$ cat src/rtl/abs_cmd_exec_pkg.sv
// Shared types and constants for the abstract-command execution sequencer.
// cmderr codes, FSM encoding and the default ack timeout.
package abs_cmd_exec_pkg;

    localparam logic [2:0] CMDERR_NONE   = 3'd0;
    localparam logic [2:0] CMDERR_BUSY   = 3'd1;
    localparam logic [2:0] CMDERR_EXCEPT = 3'd3;
    localparam logic [2:0] CMDERR_HALT   = 3'd4;
    localparam logic [2:0] CMDERR_OTHER  = 3'd7;

    localparam int ABS_CMD_TIMEOUT = 255;

    typedef enum logic [1:0] {
        ST_IDLE = 2'd0,
        ST_REQ  = 2'd1,
        ST_DONE = 2'd2
    } state_t;

endpackage

$ cat src/rtl/abs_cmd_exec.sv
// Abstract-command sequencer: one req/ack transaction on the core debug
// register port per accepted command, with data0 writeback and cmderr.
module abs_cmd_exec
    import abs_cmd_exec_pkg::*;
#(
    parameter int DATA_WIDTH  = 32,
    parameter int REGNO_WIDTH = 16,
    parameter int TIMEOUT     = ABS_CMD_TIMEOUT
) (
    input  logic                   sys_clk,
    input  logic                   sys_rstn,
    input  logic                   valid_reg_access,
    input  logic                   wr1_rd0,
    input  logic [REGNO_WIDTH-1:0] regno,
    input  logic [DATA_WIDTH-1:0]  write_data,
    input  logic                   core_halted,
    input  logic                   cmderr_clr,
    output logic                   dbg_req,
    output logic                   dbg_we,
    output logic [REGNO_WIDTH-1:0] dbg_regno,
    output logic [DATA_WIDTH-1:0]  dbg_wdata,
    input  logic                   dbg_ack,
    input  logic                   dbg_err,
    input  logic [DATA_WIDTH-1:0]  dbg_rdata,
    output logic                   data0_wr,
    output logic [DATA_WIDTH-1:0]  data0_wdata,
    output logic                   busy,
    output logic [2:0]             cmderr
);

    localparam logic [7:0] TMO = 8'(TIMEOUT);

    state_t     state;
    logic [7:0] cnt;
    logic       err_q;
    logic       tmo_q;

    always_ff @(posedge sys_clk or negedge sys_rstn) begin
        if (!sys_rstn) begin
            state       <= ST_IDLE;
            cnt         <= '0;
            err_q       <= 1'b0;
            tmo_q       <= 1'b0;
            dbg_req     <= 1'b0;
            dbg_we      <= 1'b0;
            dbg_regno   <= '0;
            dbg_wdata   <= '0;
            data0_wr    <= 1'b0;
            data0_wdata <= '0;
            busy        <= 1'b0;
            cmderr      <= CMDERR_NONE;
        end else begin
            data0_wr <= 1'b0;

            unique case (state)
                ST_IDLE: begin
                    if (valid_reg_access && cmderr == CMDERR_NONE
                        && core_halted) begin
                        state     <= ST_REQ;
                        cnt       <= '0;
                        err_q     <= 1'b0;
                        tmo_q     <= 1'b0;
                        dbg_req   <= 1'b1;
                        dbg_we    <= wr1_rd0;
                        dbg_regno <= regno;
                        dbg_wdata <= write_data;
                        busy      <= 1'b1;
                    end
                end
                ST_REQ: begin
                    // Ack beats a timeout expiring in the same cycle.
                    if (dbg_ack) begin
                        state       <= ST_DONE;
                        dbg_req     <= 1'b0;
                        dbg_we      <= 1'b0;
                        err_q       <= dbg_err;
                        data0_wr    <= !dbg_we && !dbg_err;
                        data0_wdata <= dbg_rdata;
                    end else if (cnt == TMO) begin
                        state   <= ST_DONE;
                        dbg_req <= 1'b0;
                        dbg_we  <= 1'b0;
                        tmo_q   <= 1'b1;
                    end else begin
                        cnt <= cnt + 8'd1;
                    end
                end
                ST_DONE: begin
                    state <= ST_IDLE;
                    busy  <= 1'b0;
                end
                default: begin
                    state <= ST_IDLE;
                end
            endcase

            // Sticky: only a clear may take cmderr away from non-zero.
            if (cmderr_clr) begin
                cmderr <= CMDERR_NONE;
            end else if (cmderr == CMDERR_NONE) begin
                if (state == ST_DONE && err_q)
                    cmderr <= CMDERR_EXCEPT;
                else if (state == ST_DONE && tmo_q)
                    cmderr <= CMDERR_OTHER;
                else if (valid_reg_access && state != ST_IDLE)
                    cmderr <= CMDERR_BUSY;
                else if (valid_reg_access && !core_halted)
                    cmderr <= CMDERR_HALT;
            end
        end
    end

endmodule

$ cat config.mk
export PLATFORM = sky130hd
export DESIGN_NAME = abs_cmd_exec
export DESIGN_NICKNAME = d
export VERILOG_FILES = /design/src/rtl/abs_cmd_exec_pkg.sv /design/src/rtl/abs_cmd_exec.sv
export SDC_FILE = /design/constraint.sdc
export NUM_CORES = 1
export LEC_CHECK = 0
export CORE_MARGIN = 2
export CORE_UTILIZATION = 46
export DETAILED_ROUTE_END_ITERATION = 8
export PLACE_DENSITY = 0.86
export SYNTH_ARGS = -nofsm -noshare
export SYNTH_HDL_FRONTEND = slang
export SYNTH_SLANG_ARGS = --single-unit
$ cat constraint.sdc
create_clock -name sys_clk -period 2.5 [get_ports sys_clk]
set_clock_uncertainty 0.15 [all_clocks]
set_input_delay 0.5 -clock sys_clk [delete_from_list [all_inputs] [get_ports sys_clk]]
set_output_delay 0.5 -clock sys_clk [all_outputs]
set_load 0.02 [all_outputs]
==> results.md <==
* Total GRT Usage at 19.4%
* Slew margin rel. at between 60% and 70%
* Ant diodes at 0
* WL final at 9280 um
* Outcome: complete, no violations
* # Post-CTS Setup Buffers at 0
* Slowest CP cell: clkdlybuf4s50_1
* CP max stage delay at 0.65 ns
* # rows at 34
* Internal power at 5.11 mW
* Distinct cells, synth at 35
* TritonCTS buffer count at 9
* Syn. warnings at 0
* Final HPWL DP at 6920 um
* Setup TNS at 0 ns
* Leak Pwr at 2.79 nW
* Number of port buffers at 174
* DRC violations left at 0
* Die Ht at between 90 and 100 um
* Worst Path Required at 1.85 ns
* RR Startpoint: cnt[0]
* Area Overhead vs Synth at 50.3%
* Routed WL per cell at 16.4 um
* Yosys top cell by area: dfrtp_1
* Syn_nets at 358
* Fraction of registers with async set/reset at 100%
* RSZ-0062 raised after global routing: no
* Sw frac at between 30% and 40%
* Io pins at 175
* Layout cells sized above 1 at between 20% and 30%
* Initial Util at 47.6%
* Vias in the first global route at 2994
* Internal reg-to-reg setup slack at 0.45 ns
* Synth area leaders: dfrtp_1, mux2_4, mux2_2, buf_6, nand3_1
* Fin crit share at 84.0%
* DRT antenna net count at 0
* Worst r2r dst: cnt[4]
* Drt first pass iters at 4
* Root Buffer: clkbuf_8
* Total die area at 9800 um^2
* Initial antenna violation count at 0
* Gate power share at 50.9%
* Synth Register Bits at 99
* Clk pin slew, worst setup/hold paths at 0.10 ns
* Max-Cap Viols at 0
* Crit Path Class: register to output pin
* EDFF count, synth at 0
* Sequential Power Share at 35.5%
* Leading cell types by count after synthesis: dfrtp_1, mux2_4, mux2_2, nand2_1
* Most frequent cell after synthesis: dfrtp_1
* Drt first-iter violations at between 100 and 150
* Worst vdd rail ir drop at 617 uV
* Critical path arrival at 1.45 ns
* WHS at about 0.34 ns
* First-pass GRT wire length at 15200 um
* Post-synth top flop: dfrtp_1
* Gr ovfl total at 0
* Cell count along the critical path at 1
* Clock latency on the worst-skew pair at 0.34 ns
* Syn Std Cell Area at 4150 um^2
* Cell count after synthesis at 269
* CTS tree: yes
* RePlAce Congestion at 0.816
* Synth Area per Inst at approximately 15 um^2
* Critical Path Sink Type: output pin
* Vias at 2820
* Core area at between 8000 and 9000 um^2
* Pwr dens at approximately 1300 nW/um^2
* Clock share of power at a little over an eighth
* Crit-path max FO at 4
* Worst hold path type: register to register
* Buf/Inv on CP at 1
* Vias/cell at 4.99
* Resized cells post-CTS at 0
* CP top delay family: buffers and inverters
* Final Setup Violations at 0
* Critical path, cell by cell: clkdlybuf4s50_1
* Slew Viols, Final at 0
* Die width at 99 um
* Tmin final at 2.10 ns
* Min-delay src: dbg_we
* Fmax at between 0.4 and 0.5 GHz
* Fill cell count at 608
* Hold depth at 1
* Pin count of the biggest net entering global routing at slightly above 40
* Hold Vio Cnt, Final at 0
* Net Switching at between 2 and 3 mW
* Actual slew at the worst max-slew pin at 0.480 ns
* CP Launch Type: register
* Longest Clk Path Bufs at 2
* Share of the yosys chip area belonging to registers at 59.7%
* R2R cell count at 5
* Nets at between 500 and 600
* # clock sinks at between 90 and 100
* Synth top area share at 59.7%
* Hold EP: data0_wr
* H-tree depth at 3
-- logic make-up after synthesis --
family,synth area share (%)
xor+xnor,0.211
simple gates,6.00
mux,26.2
flops,59.7
buf+inv,3.47
fa+ha+maj,0.301
compound gates,4.13
-- placed cells by master, fill, tap and decap left out, types with 2 or more instances in the layout --
cell type	instances
o21ai_0	7
buf_12	4
dfrtp_1	99
inv_6	3
inv_1	8
o21a_1	2
nand3_1	9
nand4_1	3
mux2_2	34
nor3_1	4
buf_4	5
clkdlybuf4s50_1	173
a21o_1	2
nor2_1	4
clkbuf_8	10
nand2_1	11
o22ai_1	4
or3_1	2
a21oi_1	4
mux2_4	47
a22o_1	2
-- layer usage --
layer	vias up	wire, um	GRT usage [%]
li1	1322	-	-
met1	1391	4050	26.5
met2	103	4610	32.0
met3	4	554	4.11
met4	0	56	4.43
met5	-	0	0
-- power groups by stage --
stage,Clock [mW],Sequential (mW),Combinational (mW)
after CTS,1.09,2.80,4.04
after detailed placement,0,2.82,4.02
after floorplan,0,3.62,1.36
final,1.07,2.79,3.99
after global placement,0,2.78,3.92
after global routing,1.16,2.89,4.19
-- worst max path at each step --
stage,slack [ns],end,startpoint
floorplan,0.80,dbg_regno[0],cmderr[1]
global placement,0.25,dbg_wdata[12],valid_reg_access
detailed placement,0.21,dbg_wdata[17],valid_reg_access
CTS,0.40,cmderr[1],cmderr[1]
global route,0.33,cnt[4],cnt[0]
finish,0.40,cmderr[1],cmderr[1]
-- per-stage QoR --
stage	power, mW	setup slack, ns	cells	instance area, um^2	utilization, %
after global routing	8.24	0.331	565	6240	71.5
after global placement	6.70	0.250	548	6020	69.1
final	7.84	0.401	565	6240	71.5
after floorplan	4.97	0.799	269	4150	-
after detailed placement	6.84	0.207	548	6020	69.1
after CTS	7.92	0.396	565	6240	71.5
-- area by class of cell --
cell class | count | area (um^2) | area share (%)
timing repair buffer | 183 | 1860 | 29.8
sequential | 99 | 2480 | 39.7
inverter | 8 | 30.0 | 0.481
tap | 108 | 135 | 2.17
clock inverter | 6 | 70.1 | 1.12
multi-input combinational | 151 | 1530 | 24.5
clock buffer | 10 | 138 | 2.21
-- registers in the layout, indices dropped and copies added (netlist names) --
signal / flops
cmderr: 3
cnt: 8
dbg_we: 1
dbg_req: 1
data0_wr: 1
dbg_wdata: 32
state: 2
data0_wdata: 32
dbg_regno: 16
busy: 1
tmo_q: 1
err_q: 1
-- what timing repair did --
action | 4_1_cts | 5_1_grt
hold buffers | 1 | 0
hold endpoints to repair | 34 | 0
endpoints found under the setup margin | 0 | 0
No activity file was read; power rests on OpenSTA's default activity.
